`config.mk`:
```
export PLATFORM = sky130hd
export DESIGN_NAME = core_traffic_gen
export DESIGN_NICKNAME = d
export VERILOG_FILES = /design/src/rtl/core_traffic_gen_pkg.sv /design/src/rtl/tg_lfsr.sv /design/src/rtl/core_traffic_gen.sv
export SDC_FILE = /design/constraint.sdc
export NUM_CORES = 1
export LEC_CHECK = 0
export BUFFER_PORTS_ARGS = -buffer_cell sky130_fd_sc_hd__clkbuf_2
export CORE_AREA = 2 2 427 429
export CTS_BUF_LIST = sky130_fd_sc_hd__clkbuf_8
export DETAILED_ROUTE_END_ITERATION = 8
export DIE_AREA = 0 0 429 431
export HOLD_SLACK_MARGIN = 0.08
export PLACE_DENSITY_LB_ADDON = 0.3
export SYNTH_ARGS = -nofsm -noshare
export SYNTH_HDL_FRONTEND = slang
export SYNTH_SLANG_ARGS = --single-unit
```
`constraint.sdc`:
```
create_clock -name clk -period 2.7 [get_ports clk]
set_clock_uncertainty 0.05 [all_clocks]
set_input_delay 0.27 -clock clk [delete_from_list [all_inputs] [get_ports clk]]
set_output_delay 0.27 -clock clk [all_outputs]
set_load 0.01 [all_outputs]
```
`src/rtl/core_traffic_gen_pkg.sv`:
```
// core_traffic_gen_pkg: shared types and constants for the per-core traffic generator.
//   XLEN / CACHELINE_SIZE : system address width and cache line width in bits
//   tg_state_t            : generator FSM states
//   TG_LFSR_MASK          : Galois feedback mask of the op-stream LFSR
//   tg_lfsr_next()        : one LFSR step, used to decode the op being issued
//   tg_eff_seed()         : SEED ^ ID with the all-zero lock-up state avoided
package core_traffic_gen_pkg;

    localparam int unsigned XLEN           = 64;
    localparam int unsigned CACHELINE_SIZE = 512;

    localparam logic [31:0] TG_LFSR_MASK = 32'h8020_0003;

    typedef enum logic [1:0] {
        TG_IDLE,
        TG_GAP,
        TG_REQ,
        TG_DONE
    } tg_state_t;

    function automatic logic [31:0] tg_lfsr_next(input logic [31:0] v);
        return v[0] ? ((v >> 1) ^ TG_LFSR_MASK) : (v >> 1);
    endfunction

    function automatic logic [31:0] tg_eff_seed(input logic [31:0] seed, input logic [31:0] id);
        logic [31:0] s;
        s = seed ^ id;
        return (s == '0) ? 32'h1 : s;
    endfunction

endpackage

```
`src/rtl/tg_lfsr.sv`:
```
// tg_lfsr: right-shifting Galois LFSR with synchronous load and step enable.
//   clk, rst : clock, asynchronous active-high reset (state := seed)
//   load     : reload state from seed (wins over step)
//   seed     : reload / reset value
//   step     : advance one position
//   value    : current state
module tg_lfsr
    import core_traffic_gen_pkg::*;
#(
    parameter int unsigned      WIDTH = 32,
    parameter logic [WIDTH-1:0] MASK  = WIDTH'(TG_LFSR_MASK)
) (
    input  logic             clk,
    input  logic             rst,
    input  logic             load,
    input  logic [WIDTH-1:0] seed,
    input  logic             step,
    output logic [WIDTH-1:0] value
);

    logic [WIDTH-1:0] value_q, value_d;

    always_comb begin
        value_d = value_q;
        if (load) begin
            value_d = seed;
        end else if (step) begin
            value_d = value_q[0] ? ((value_q >> 1) ^ MASK) : (value_q >> 1);
        end
    end

    // seed is tied to a constant by the parent, so this is a plain preset flop.
    always_ff @(posedge clk or posedge rst) begin
        if (rst) begin
            value_q <= seed;
        end else begin
            value_q <= value_d;
        end
    end

    assign value = value_q;

endmodule

```
`src/rtl/core_traffic_gen.sv`:
```
// core_traffic_gen: seeded pseudo-random line read/write generator for one L1 cache port.
//   start/busy/done  : run control; done holds until the next start or reset
//   error            : sticky, some request waited TIMEOUT cycles without a response
//   ops_done         : completed op count for the current run
//   cpu_ready/resp   : cache accept and 1-cycle completion pulse
//   cpu_rdata        : read data, only consumed by the optional statistics
//   cpu_req/we/addr/wdata : registered request, held stable until cpu_resp
// Optional build macro TG_LATENCY_STATS_EN adds lat_max, lat_sum and rd_xor outputs.
module core_traffic_gen
    import core_traffic_gen_pkg::*;
#(
    parameter int unsigned ID           = 0,
    parameter int unsigned NUM_OPS      = 256,
    parameter int unsigned ADDR_BITS    = 4,
    parameter logic [7:0]  WRITE_THRESH = 8'd128,
    parameter int unsigned GAP_BITS     = 2,
    parameter int unsigned TIMEOUT      = 50,
    parameter logic [31:0] SEED         = 32'h0000_ACE1
) (
    input  logic                           clk,
    input  logic                           rst,
    input  logic                           start,
    output logic                           busy,
    output logic                           done,
    output logic                           error,
    output logic [$clog2(NUM_OPS+1)-1:0]   ops_done,
    input  logic                           cpu_ready,
    input  logic                           cpu_resp,
    input  logic [CACHELINE_SIZE-1:0]      cpu_rdata,
    output logic                           cpu_req,
    output logic                           cpu_we,
    output logic [XLEN-1:0]                cpu_addr,
    output logic [CACHELINE_SIZE-1:0]      cpu_wdata
`ifdef TG_LATENCY_STATS_EN
    ,
    output logic [15:0]                    lat_max,
    output logic [31:0]                    lat_sum,
    output logic [CACHELINE_SIZE-1:0]      rd_xor
`endif
);

    localparam int unsigned OPS_W    = $clog2(NUM_OPS + 1);
    localparam int unsigned OFS      = $clog2(CACHELINE_SIZE / 8);
    localparam int unsigned GW       = (GAP_BITS > 0) ? GAP_BITS : 1;
    localparam int unsigned TMO_W    = $clog2(TIMEOUT + 1);
    localparam int unsigned WORDS    = CACHELINE_SIZE / 32;
    localparam logic [31:0] EFF_SEED = tg_eff_seed(SEED, 32'(ID));
    localparam logic [OPS_W-1:0] LAST_OP  = OPS_W'(NUM_OPS - 1);
    localparam logic [TMO_W-1:0] TMO_LAST = TMO_W'(TIMEOUT - 1);
    localparam logic [7:0]  ID_TAG   = 8'(ID);

    tg_state_t                 state_q, state_d;
    logic [OPS_W-1:0]          ops_done_q, ops_done_d;
    logic                      error_q, error_d;
    logic                      busy_q, busy_d;
    logic                      done_q, done_d;
    logic [GW-1:0]             gap_q, gap_d;
    logic [TMO_W-1:0]          tmo_q, tmo_d;
    logic                      cpu_req_q, cpu_req_d;
    logic                      cpu_we_q, cpu_we_d;
    logic [XLEN-1:0]           cpu_addr_q, cpu_addr_d;
    logic [CACHELINE_SIZE-1:0] cpu_wdata_q, cpu_wdata_d;

    logic        lfsr_load, lfsr_step;
    logic [31:0] lfsr_value, lfsr_next;
    logic [31:0] op_word;
    logic [GW-1:0] gap_next;

    tg_lfsr #(
        .WIDTH (32),
        .MASK  (TG_LFSR_MASK)
    ) u_lfsr (
        .clk   (clk),
        .rst   (rst),
        .load  (lfsr_load),
        .seed  (EFF_SEED),
        .step  (lfsr_step),
        .value (lfsr_value)
    );

    // The op is decoded from the value the LFSR is stepping to, so the request
    // fields and the LFSR update land on the same edge.
    assign lfsr_next = tg_lfsr_next(lfsr_value);
    assign op_word   = {ID_TAG, 24'(ops_done_q)};
    // In REQ the LFSR already holds the current op's value; its top bits set the next gap.
    assign gap_next  = (GAP_BITS == 0) ? '0 : lfsr_value[24 +: GW];

    always_comb begin
        state_d     = state_q;
        ops_done_d  = ops_done_q;
        error_d     = error_q;
        gap_d       = gap_q;
        tmo_d       = tmo_q;
        cpu_req_d   = 1'b0;
        cpu_we_d    = cpu_we_q;
        cpu_addr_d  = cpu_addr_q;
        cpu_wdata_d = cpu_wdata_q;
        lfsr_load   = 1'b0;
        lfsr_step   = 1'b0;

        case (state_q)
            TG_IDLE, TG_DONE: begin
                if (start) begin
                    state_d    = TG_GAP;
                    lfsr_load  = 1'b1;
                    ops_done_d = '0;
                    error_d    = 1'b0;
                    gap_d      = '0;
                end
            end
            TG_GAP: begin
                if (gap_q != '0) begin
                    gap_d = gap_q - GW'(1);
                end else if (cpu_ready) begin
                    state_d     = TG_REQ;
                    lfsr_step   = 1'b1;
                    tmo_d       = '0;
                    cpu_req_d   = 1'b1;
                    cpu_we_d    = (lfsr_next[15:8] < WRITE_THRESH);
                    cpu_addr_d  = XLEN'(lfsr_next[ADDR_BITS-1:0]) << OFS;
                    cpu_wdata_d = cpu_we_d ? {WORDS{op_word}} : '0;
                end
            end
            TG_REQ: begin
                cpu_req_d = 1'b1;
                // Counter parks at the hit value; the request is never abandoned.
                if (tmo_q == TMO_LAST) begin
                    error_d = 1'b1;
                end else begin
                    tmo_d = tmo_q + TMO_W'(1);
                end
                if (cpu_resp) begin
                    cpu_req_d   = 1'b0;
                    cpu_we_d    = 1'b0;
                    cpu_addr_d  = '0;
                    cpu_wdata_d = '0;
                    ops_done_d  = ops_done_q + OPS_W'(1);
                    if (ops_done_q == LAST_OP) begin
                        state_d = TG_DONE;
                    end else begin
                        state_d = TG_GAP;
                        gap_d   = gap_next;
                    end
                end
            end
            default: state_d = TG_IDLE;
        endcase

        busy_d = (state_d == TG_GAP) || (state_d == TG_REQ);
        done_d = (state_d == TG_DONE);
    end

    always_ff @(posedge clk or posedge rst) begin
        if (rst) begin
            state_q     <= TG_IDLE;
            ops_done_q  <= '0;
            error_q     <= 1'b0;
            busy_q      <= 1'b0;
            done_q      <= 1'b0;
            gap_q       <= '0;
            tmo_q       <= '0;
            cpu_req_q   <= 1'b0;
            cpu_we_q    <= 1'b0;
            cpu_addr_q  <= '0;
            cpu_wdata_q <= '0;
        end else begin
            state_q     <= state_d;
            ops_done_q  <= ops_done_d;
            error_q     <= error_d;
            busy_q      <= busy_d;
            done_q      <= done_d;
            gap_q       <= gap_d;
            tmo_q       <= tmo_d;
            cpu_req_q   <= cpu_req_d;
            cpu_we_q    <= cpu_we_d;
            cpu_addr_q  <= cpu_addr_d;
            cpu_wdata_q <= cpu_wdata_d;
        end
    end

    assign busy      = busy_q;
    assign done      = done_q;
    assign error     = error_q;
    assign ops_done  = ops_done_q;
    assign cpu_req   = cpu_req_q;
    assign cpu_we    = cpu_we_q;
    assign cpu_addr  = cpu_addr_q;
    assign cpu_wdata = cpu_wdata_q;

`ifdef TG_LATENCY_STATS_EN
    logic [15:0]               lat_cnt_q, lat_cnt_d, lat_max_q, lat_max_d, lat_now;
    logic [31:0]               lat_sum_q, lat_sum_d;
    logic [32:0]               sum_ext;
    logic [CACHELINE_SIZE-1:0] rd_xor_q, rd_xor_d;

    always_comb begin
        lat_cnt_d = lat_cnt_q;
        lat_max_d = lat_max_q;
        lat_sum_d = lat_sum_q;
        rd_xor_d  = rd_xor_q;
        // Latency counts edges from REQ entry up to and including the resp edge.
        lat_now   = (lat_cnt_q == 16'hFFFF) ? lat_cnt_q : lat_cnt_q + 16'd1;
        sum_ext   = {1'b0, lat_sum_q} + 33'(lat_now);
        if ((state_q == TG_IDLE || state_q == TG_DONE) && start) begin
            lat_cnt_d = '0;
            lat_max_d = '0;
            lat_sum_d = '0;
            rd_xor_d  = '0;
        end else if (state_q == TG_GAP && state_d == TG_REQ) begin
            lat_cnt_d = '0;
        end else if (state_q == TG_REQ) begin
            lat_cnt_d = lat_now;
            if (cpu_resp) begin
                if (lat_now > lat_max_q) begin
                    lat_max_d = lat_now;
                end
                lat_sum_d = sum_ext[32] ? 32'hFFFF_FFFF : sum_ext[31:0];
                if (!cpu_we_q) begin
                    rd_xor_d = rd_xor_q ^ cpu_rdata;
                end
            end
        end
    end

    always_ff @(posedge clk or posedge rst) begin
        if (rst) begin
            lat_cnt_q <= '0;
            lat_max_q <= '0;
            lat_sum_q <= '0;
            rd_xor_q  <= '0;
        end else begin
            lat_cnt_q <= lat_cnt_d;
            lat_max_q <= lat_max_d;
            lat_sum_q <= lat_sum_d;
            rd_xor_q  <= rd_xor_d;
        end
    end

    assign lat_max = lat_max_q;
    assign lat_sum = lat_sum_q;
    assign rd_xor  = rd_xor_q;
`else
    logic unused_rdata;
    assign unused_rdata = ^cpu_rdata;
`endif

endmodule
```
==> metrics.md, run 1 <==
| Metric | Value |
|---|---|
| Vert. Die Dim | `431 microns` |
| Post-DP HPWL | `12300 microns` |
| Layout Nets | `1459` |
| Final period utilization | `81.0%` |
| Clock power share | `18.2%` |
| Comb pwr share | `46.3%` |
| Max-slew headroom | `50.4%` |
| Crit path DAT | `2.37 ns` |
| Initial Util | `4.14%` |
| Fmax | `457 MHz` |
| Chip Width | `429 microns` |
| Max clock buf depth | `2` |
| Slew @ Worst Pin | `0.744 ns` |
| CP Max Fanout | `10` |
| Post-CTS setup buffer count | `0` |
| DRC Markers | `0` |
| Reg clk slew, reported paths | `0.08 ns` |
| Commonest cells in the netlist | `563 x buf_4, 74 x nand2_1, 61 x dfrtp_1` |
| Synth area leaders | `buf_4 57%, dfrtp_1 20%, nand2_1 3.7%, dfstp_2 2.8%, a21oi_1 1.9%` |
| Part of the power in registers | `35.5%` |
| Critical Path Start Type | `register` |
| Layout area overhead | `18.4%` |
| First-pass GRT wire length | `19600 microns` |
| Post-synth EDFFs | `0` |
| Seq cells post-synth | `69` |
| Routed WL per cell | `4.64 microns` |
| Routed Wire Length | `15400 microns` |
| Total power per unit cell area | `488 nW/um^2` |
| Most common cell in the netlist | `buf_4` |
| Setup CP Type | `reg -> reg` |
| CTS Sinks | `69` |
| MaxCap Viol Count | `0` |
| Leading area contributor after synthesis | `buf_4` |
| Final Hold Slack | `0.297 ns` |
| Top FF cell, synth | `dfrtp_1` |
| YS warnings | `0` |
| Setup violations, final | `0` |
| Final WS setup | `0.514 ns` |
| CTS buffer count | `9` |
| Detail Route Antenna Nets | `0` |
| Final Max Slew Viols | `0` |
| Layout cells sized above 1 | `23.0%` |
| Share of the synthesized area in the top cell type | `56.6%` |
| DRT iter0 DRCs | `122` |
| Switch share | `46.4%` |
| Drt pass-1 iters | `4` |
| Input/output buffers | `166` |
| Gate count after technology mapping | `894` |
| GRT Util Overall | `1.46%` |
| P_int | `2.31 mW` |
| Mapped Area | `7460 sq um` |
| Die area | `185000 sq um` |
| TritonCTS clock tree | `done` |
| Vias in the first global route | `2947` |
| Worst slack at placement | `0.505 ns` |
| Hold Path Class | `in -> reg` |
| Worst setup EP type | `register` |
| Syn Area/Cell | `8.35 sq um` |
| Post-synthesis sequential area ratio | `23.3%` |
| Via count | `4195` |
| Largest net degree at the start of global routing | `44` |
| Hold Fails Final Rpt | `0` |
| Initial antenna violation count | `5` |
| Number of fill cells in the layout | `21300` |
| Lkg Pwr | `3.72 nW` |
| Core Area | `180000 sq um` |
| Vias/cell | `1.27` |
| GRT overflow | `0` |
| RePlAce Congestion | `0.638` |
| P_sw | `2.00 mW` |
| Synth cell types | `52` |
| Final Critical Period | `2.19 ns` |
| WP data required | `2.88 ns` |
| Fin Setup TNS | `0 ns` |
| Clock insertion delay at the later pin of the skew report | `0.35 ns` |
| Io pins | `1107` |
| Maximum VDD drop | `0.287 mV` |
| RSZ-0062 raised after global routing | `false` |
| Num rows | `156` |
| H-tree Lvls | `3` |
| Root buf cell | `clkbuf_8` |
| Asr flop ratio synth | `100%` |
| Status | `complete, no violations` |
[final timing paths]
| kind | slack [ns] | end | start | depth (start not counted) |
|---|---|---|---|---|
| min reg2reg | 0.43 | cpu_we | cpu_we | 1 |
| min in group asynchronous | 0.31 | cpu_wdata[484] | rst | 3 |
| min | 0.30 | state_q[1] | cpu_resp | 4 |
| max in group asynchronous | 1.70 | u_lfsr.value[0] | rst | 4 |
| max | 0.51 | busy | state_q[0] | 5 |
| max reg2reg | 0.51 | busy | state_q[0] | 5 |
[stage by stage]
stage	std cells	total power, mW	instance area [sq um]	utilization (%)
2_1_floorplan	1321	3.56	9060	-
3_3_place_gp	3292	3.60	8650	4.80
3_5_place_dp	3292	3.58	8650	4.80
4_1_cts	3309	4.41	8830	4.90
5_1_grt	3310	4.69	8830	4.90
6_report	3311	4.31	8840	4.91
[repair_timing]
action,CTS,global route
hold buffers,1,0
setup endpoints to repair,0,0
gates resized for setup,0,0
hold endpoints to repair,50,0
[power by group through the flow]
stage	sequential, mW	clock (mW)	combinational (mW)
floorplan	1.52	0	2.04
global placement	1.56	0	2.05
detailed placement	1.55	0	2.02
CTS	1.54	0.831	2.04
global route	1.57	0.868	2.25
finish	1.53	0.786	2.00
[flip-flops by register name (all words and copies together), names as in the netlist]
name / count
cpu_we: 1
ops_done: 9
cpu_wdata: 9
tmo_q: 6
u_lfsr.value: 32
busy: 1
cpu_addr: 4
done: 1
state_q: 2
gap_q: 2
error: 1
cpu_req: 1
[worst max-delay path, cell delays in order, from the launching register on]
cell and delay, ns:
dfrtp_1 0.39, inv_1 0.05, ha_1 0.46, nor3_1 0.60, nor2_1 0.18, ha_1 0.35
[cell type report]
cell class / instances / area, sq um / share of cell area, %
tap: 2370 / 2970 / 33.6
multi-input combinational: 659 / 2930 / 33.1
sequential: 69 / 1740 / 19.7
timing repair buffer: 182 / 978 / 11.1
clock buffer: 10 / 138 / 1.56
inverter: 13 / 48.8 / 0.552
clock inverter: 6 / 38.8 / 0.439
antenna: 2 / 5.00 / 0.0566
[layer usage]
layer	vias up	global-route usage, %	wire length [microns]
met5	-	0	27
met4	4	1.08	426
met3	13	0.415	1410
met2	298	2.13	7470
met1	1960	1.81	6050
li1	1920	-	-
[layout by cell type, fill, tap and decap left out, types with 2 or more instances in the layout]
master and n:
dfrtp_1 61, ha_1 8, nand2_1 74, nor2b_1 2, nor2_1 21, nor3_1 7
conb_1 428, inv_1 13, xor2_1 2, nand3_1 17, clkinv_2 2, and2_1 2
diode_2 2, a21oi_1 28, or3_1 3, clkbuf_8 10, nor4_1 3, a22o_2 4
nand4_1 3, o21ai_0 14, clkbuf_2 166, nand3b_1 2, buf_4 13, buf_12 2
a22o_1 10, dfstp_2 8, xnor2_1 7
[cells by family (layout without fill, tap and decap cells)]
kind of cell | count (synthesis) | count (layout) | synth area share [%]
buffers and inverters | 593 | 211 | 59.0
and+or+nand+nor | 144 | 144 | 8.99
DFF | 69 | 69 | 23.3
AOI/OAI and AO/OA | 68 | 68 | 6.02
xor gates and xnor gates | 9 | 9 | 1.06
adders and majority gates | 8 | 8 | 1.34
muxes | 2 | 2 | 0.285
other | 1 | 430 | 0.0503
Note: power is estimated with default switching activity, not from simulation.
==> run 2: changes to the inputs <==
==> constraint.sdc (replaced) <==
create_clock -name clk -period 2.3 [get_ports clk]
set_clock_uncertainty 0.05 [all_clocks]
set_input_delay 0.23 -clock clk [delete_from_list [all_inputs] [get_ports clk]]
set_output_delay 0.23 -clock clk [all_outputs]
set_load 0.01 [all_outputs]
==> run 2 against run 1 <==
Non-clock buffer count increased by 8; power grew 23%; cell count up 0.21%; cell area grew 1.2%; routed wire length is 0.33% lower; hold slack got worse by 0.048 ns; sequential power increased by 18%; die area unchanged; register-to-register slack worse by 0.29 ns; maximum frequency rose by 5.1%; critical path type unchanged; largest cell class unchanged; highest routed layer unchanged.
==> metrics.md, run 2 (synthesized netlist as in run 1, its figures left out) <==
| Metric | Value |
|---|---|
| DP Area | `8710 sq um (+0.69%)` |
| DRC Markers | `0 (unchanged)` |
| Worst hold path startpoint | `cpu_resp` |
| Post-DP HPWL | `12200 microns (-1.4%)` |
| CTS buffer count | `9 (unchanged)` |
| RePlAce Congestion | `0.640 (+0.33%)` |
| Via count | `4144 (-1.2%)` |
| Setup crit end | `gap_q[0]` |
| Layout area overhead | `19.8%` |
| Largest net degree at the start of global routing | `70 (+59%)` |
| Vias in the first global route | `2867 (-2.7%)` |
| Worst setup EP type | `register` |
| Fin area | `8940 sq um (+1.2%)` |
| Final Critical Period | `2.08 ns (-0.107 ns)` |
| Hold Path Class | `in -> reg` |
| GRT Util Overall | `1.45% (-0.0044 points)` |
| Finished Layout Cells | `3318 (+0.21%)` |
| Routed Wire Length | `15300 microns (-0.33%)` |
| Placed Instances | `3300 (+0.24%)` |
| Largest delay share family, worst path | `adder cells` |
| WP data required | `2.49 ns (-0.39 ns)` |
| Status | `complete, no violations` |
| MaxCap Viol Count | `0 (unchanged)` |
| GRT overflow | `0 (unchanged)` |
| Vert. Die Dim | `431 microns (unchanged)` |
| Chip Width | `429 microns (unchanged)` |
| Cells on worst reg2reg path | `7 (+2)` |
| Slew @ Worst Pin | `0.595 ns (-0.149 ns)` |
| Final period utilization | `90.4% (+9.5 points)` |
| Hold Fails Final Rpt | `0 (unchanged)` |
| Total power | `5.31 mW (+23%)` |
| Max clock buf depth | `2 (unchanged)` |
| Setup violations, final | `0 (unchanged)` |
| Max-slew headroom | `60.3% (+9.9 points)` |
| Layout cells sized above 1 | `23.7% (+0.65 points)` |
| Num rows | `156 (unchanged)` |
| Fin Setup TNS | `0 ns (unchanged)` |
| CTS Sinks | `69 (unchanged)` |
| Layout Nets | `1467 (+0.55%)` |
| Clock insertion delay at the later pin of the skew report | `0.36 ns (about the same)` |
| Slowest-stage cell, CP | `a222oi_1` |
| Drt pass-1 iters | `4 (unchanged)` |
| Maximum VDD drop | `0.250 mV (-13%)` |
| Final Max Slew Viols | `0 (unchanged)` |
| Crit path buffers/inverters | `0 (-1)` |
| Worst R2R Start | `ops_done[0]` |
| Root buf cell | `clkbuf_8` |
| Die area | `185000 sq um (unchanged)` |
| CP Launch Point | `ops_done[0]` |
| Core Area | `180000 sq um (unchanged)` |
| First-pass GRT wire length | `19400 microns (-1.1%)` |
| Critical Path Start Type | `register` |
| Reg clk slew, reported paths | `0.08 ns (about the same)` |
| Most frequent CP cell | `ha_1` |
| Vias/cell | `1.25 (-1.4%)` |
| Fmax | `481 MHz (+5.1%)` |
| Max stage delay on crit path | `0.41 ns (-0.19 ns)` |
| Worst-path cell chain | `ha_1 -> nand3_1 -> nor2_1 -> ha_1 -> nand2b_1 -> a222oi_1 -> mux2_2` |
| Crit path DAT | `2.27 ns (-0.10 ns)` |
| DRT iter0 DRCs | `169 (+39%)` |
| Total power per unit cell area | `595 nW/um^2 (+22%)` |
| Post-CTS Resized | `0 (unchanged)` |
| CTS Hold Bufs | `1 (unchanged)` |
| Initial Util | `4.14% (unchanged)` |
| Initial antenna violation count | `3 (-2)` |
| Io pins | `1107 (unchanged)` |
| Lkg Pwr | `3.77 nW (+1.6%)` |
| TritonCTS clock tree | `done` |
| Reg-to-reg setup timing slack | `0.22 ns (-0.29 ns)` |
| Post-CTS setup buffer count | `0 (unchanged)` |
| CP Depth | `7 (+2)` |
| Commonest non-fill, non-tap cell in the layout | `conb_1` |
| RSZ-0062 raised after global routing | `false` |
| Detail Route Antenna Nets | `0 (unchanged)` |
| Worst R2R End | `gap_q[0]` |
| Setup CP Type | `reg -> reg` |
| CP Max Fanout | `3 (-7)` |
| Routed WL per cell | `4.62 microns (-0.54%)` |
| Commonest cells after routing, fill and taps aside | `428 x conb_1, 166 x clkbuf_2, 74 x nand2_1` |
| Input/output buffers | `166 (unchanged)` |
| H-tree Lvls | `3 (unchanged)` |
| Flip-flop count of the largest register after layout | `32 (unchanged)` |
[run 2: cell count changes in the layout (fill, tap and decap cells not counted), sizes merged]
cell	before	now
clkinv	3	1
buf	15	23
inv	15	16
diode	2	1
clkbuf	176	175
bufinv	0	2
[run 2: per-stage QoR]
| step | hold slack [ns] | setup WS (ns) | util [%] |
|---|---|---|---|
| after floorplan | 0.407 | 0.293 | - |
| after global placement | 0.288 | 0.230 | 4.83 |
| after detailed placement | 0.287 | 0.222 | 4.83 |
| after CTS | 0.239 | 0.211 | 4.96 |
| after global routing | 0.268 | 0.0877 | 4.96 |
| final | 0.249 | 0.220 | 4.96 |
[run 2: worst min path at each step]
stage,endpoint,slack [ns],cells past startpoint
5_1_grt,state_q[1],0.27,4
6_report,state_q[1],0.25,4
3_5_place_dp,cpu_wdata[482],0.29,3
2_1_floorplan,state_q[0],0.41,2
4_1_cts,state_q[1],0.24,4
3_3_place_gp,cpu_wdata[482],0.29,3
[run 2: routing by layer]
metal	up-vias	track usage (%)	part of all wire, %
li1	1932	-	-
met1	1894	1.87	41
met2	302	2.06	47
met3	14	0.322	8.4
met4	2	1.20	2.9
met5	-	0	0.085
[run 2: power by group]
group	internal, mW	switching (mW)	leakage (nW)
clock network	0.616	0.524	0.112
registers	1.54	0.257	0.914
logic	0.788	1.59	2.75
total	2.95	2.37	3.77
[run 2: area by class of cell]
type	instances	area, sq um
Fill cell	21300	171000
Antenna cell	1	2.50
Multi-Input combinational cell	659	2930
Sequential cell	69	1740
Tap cell	2370	2970
Clock buffer	9	124
Timing Repair Buffer	190	1040
Clock inverter	7	97.6
Inverter	13	48.8
[run 2: worst min-delay path: cells and delay by family]
family                 cells  cell delay, ns
AOI/OAI and AO/OA          2            0.16
and+or+nand+nor            1            0.08
buffers and inverters      1            0.13
==> run 3: changes to the inputs <==
--- a/config.mk
+++ b/config.mk
@@ -7,7 +7,6 @@
 export LEC_CHECK = 0
 export BUFFER_PORTS_ARGS = -buffer_cell sky130_fd_sc_hd__clkbuf_2
 export CORE_AREA = 2 2 427 429
-export CTS_BUF_LIST = sky130_fd_sc_hd__clkbuf_8
 export DETAILED_ROUTE_END_ITERATION = 8
 export DIE_AREA = 0 0 429 431
 export HOLD_SLACK_MARGIN = 0.08
==> run 3 against run 2 <==
Global-route usage is essentially flat; count of clock-buffer cells in the layout increased by 1; largest cell class unchanged; sequential share of layout area is 0.22 points lower; highest routed layer unchanged; hold slack better by 0.020 ns; critical path depth unchanged; power grew 7.1%; cell area increased by 1.1%.
==> metrics.md, run 3 (synthesized netlist as in run 1, its figures left out) <==
| Metric | Value |
|---|---|
| Status | `complete, no violations` |
| Total power per unit cell area | `630 nW/um^2 (+5.9%)` |
| Slew @ Worst Pin | `0.569 ns (-0.0267 ns)` |
| Layout cells sized above 1 | `23.7% (unchanged)` |
| Chip Width | `429 microns (unchanged)` |
| WL met2 | `7220 microns (-0.35%)` |
| Initial Util | `4.14% (unchanged)` |
| Met3 wire len | `1230 microns (-4.9%)` |
| WP data required | `2.47 ns (-0.02 ns)` |
| Maximum VDD drop | `0.310 mV (+24%)` |
| RSZ-0062 raised after global routing | `false` |
| CTS Sinks | `69 (unchanged)` |
| DRC Markers | `0 (unchanged)` |
| Detail Route Antenna Nets | `0 (unchanged)` |
| DRT iter0 DRCs | `182 (+7.7%)` |
| H-tree Lvls | `3 (unchanged)` |
| Routed WL per cell | `4.63 microns (+0.29%)` |
| Cells on worst reg2reg path | `7 (unchanged)` |
| First-pass GRT wire length | `19400 microns (+0.28%)` |
| Max clock buf depth | `2 (unchanged)` |
| Top routing layer in use | `met5` |
| Io pins | `1107 (unchanged)` |
| MaxCap Viol Count | `0 (unchanged)` |
| Hold Fails Final Rpt | `0 (unchanged)` |
| RePlAce Congestion | `0.640 (unchanged)` |
| CP Max Fanout | `3 (unchanged)` |
| Post-DP HPWL | `12200 microns (unchanged)` |
| GRT Util Overall | `1.45% (about the same)` |
| Part of the power in registers | `31.6% (-2.3 points)` |
| Lkg Pwr | `3.82 nW (+1.1%)` |
| Final Critical Period | `2.07 ns (-0.0108 ns)` |
| P_sw | `2.40 mW (+1.3%)` |
| Root buf cell | `clkbuf_16` |
| Hold Path Class | `in -> reg` |
| Fin Setup TNS | `0 ns (unchanged)` |
| Critical Path Start Type | `register` |
| Clock insertion delay at the later pin of the skew report | `0.34 ns (-0.02 ns)` |
| P_int | `3.29 mW (+12%)` |
| Layout area overhead | `21.2%` |
| Fmax | `483 MHz (+0.52%)` |
| Setup CP Type | `reg -> reg` |
| Layout Nets | `1467 (unchanged)` |
| M1 wire length | `6430 microns (+1.7%)` |
| Vert. Die Dim | `431 microns (unchanged)` |
| CTS buffer count | `9 (unchanged)` |
| Initial antenna violation count | `3 (unchanged)` |
| Crit path DAT | `2.24 ns (-0.03 ns)` |
| Comb pwr share | `41.7% (-3.0 points)` |
| Switch share | `42.2% (-2.4 points)` |
| Reg clk slew, reported paths | `0.06 ns (-0.02 ns)` |
| Final period utilization | `90.0% (-0.47 points)` |
| Post-CTS Resized | `0 (unchanged)` |
| Core Area | `180000 sq um (unchanged)` |
| Die area | `185000 sq um (unchanged)` |
| Final Max Slew Viols | `0 (unchanged)` |
| GRT overflow | `0 (unchanged)` |
| Input/output buffers | `166 (unchanged)` |
| Worst setup EP type | `register` |
| Routed Wire Length | `15400 microns (+0.29%)` |
| Largest net degree at the start of global routing | `70 (unchanged)` |
| Clock power share | `26.7% (+5.2 points)` |
| Final Hold Slack | `0.269 ns (+0.0200 ns)` |
| TritonCTS clock tree | `done` |
| Via count | `4153 (+0.22%)` |
| Commonest non-fill, non-tap cell in the layout | `conb_1` |
| Commonest cells after routing, fill and taps aside | `428 x conb_1, 166 x clkbuf_2, 74 x nand2_1` |
| Hold path depth | `4 (unchanged)` |
| Setup violations, final | `0 (unchanged)` |
| Vias/cell | `1.25 (+0.22%)` |
| Max-slew headroom | `62.1% (+1.8 points)` |
| Vias in the first global route | `2900 (+1.2%)` |
| Drt pass-1 iters | `5 (+1)` |
| Flip-flop count of the largest register after layout | `32 (unchanged)` |
| Num rows | `156 (unchanged)` |
==> run 3: cell count changes in the layout (fill, tap and decap cells not counted) <==
cell / change
inv_1: -1
clkbuf_1: +1
clkbuf_8: -9
clkbuf_16: +9
==> run 3: cell type report <==
class                   instances  area (sq um)
inverters                      13          48.8
repair buffers                190          1040
flip-flops and latches         69          1740
fillers                     21300        171000
clock buffers                  10           229
multi-input cells             659          2930
well taps                    2370          2970
diodes                          1          2.50
clock inverters                 6          93.8
==> run 3: metal layers <==
metal	track usage, %	vias to the layer above
met5	0	-
met4	1.15	2
met3	0.332	19
met2	2.07	291
met1	1.88	1906
li1	-	1935
==> run 3: power groups by stage <==
stage,registers [mW],clock network [mW],logic (mW)
global placement,1.83,0,2.42
finish,1.80,1.52,2.38
detailed placement,1.82,0,2.41
global route,1.85,1.63,2.66
CTS,1.81,1.58,2.42
floorplan,1.78,0,2.39
==> run 3: through the flow <==
step / power [mW] / instance area, sq um / utilization, % / setup WS (ns) / std cells
global placement: 4.25 / 8710 / 4.83 / 0.230 / 3300
detailed placement: 4.24 / 8710 / 4.83 / 0.222 / 3300
global route: 6.14 / 9040 / 5.02 / 0.0920 / 3318
finish: 5.69 / 9040 / 5.02 / 0.231 / 3318
floorplan: 4.18 / 9060 / - / 0.293 / 1321
CTS: 5.81 / 9040 / 5.02 / 0.214 / 3317
==> run 3: final timing paths <==
| kind | from | endpoint | slack, ns |
|---|---|---|---|
| max | ops_done[0] | gap_q[0] | 0.23 |
| min | cpu_resp | state_q[1] | 0.27 |
| max reg2reg | ops_done[0] | gap_q[0] | 0.23 |
| min reg2reg | cpu_we | cpu_we | 0.43 |
| max in group asynchronous | rst | u_lfsr.value[10] | 1.38 |
| min in group asynchronous | rst | cpu_wdata[482] | 0.45 |
==> run 3: critical path, cell delays in order (launching register included) <==
cell	delay, ns
dfrtp_1	0.37
ha_1	0.23
nand3_1	0.09
nor2_1	0.05
ha_1	0.21
nand2b_1	0.15
a222oi_1	0.40
mux2_2	0.39
==> run 3: timing repair <==
action,in CTS,in global routing
endpoints found under the setup margin,0,0
hold buffers,1,0
buffers inserted,0,0
endpoints found under the hold margin,61,0
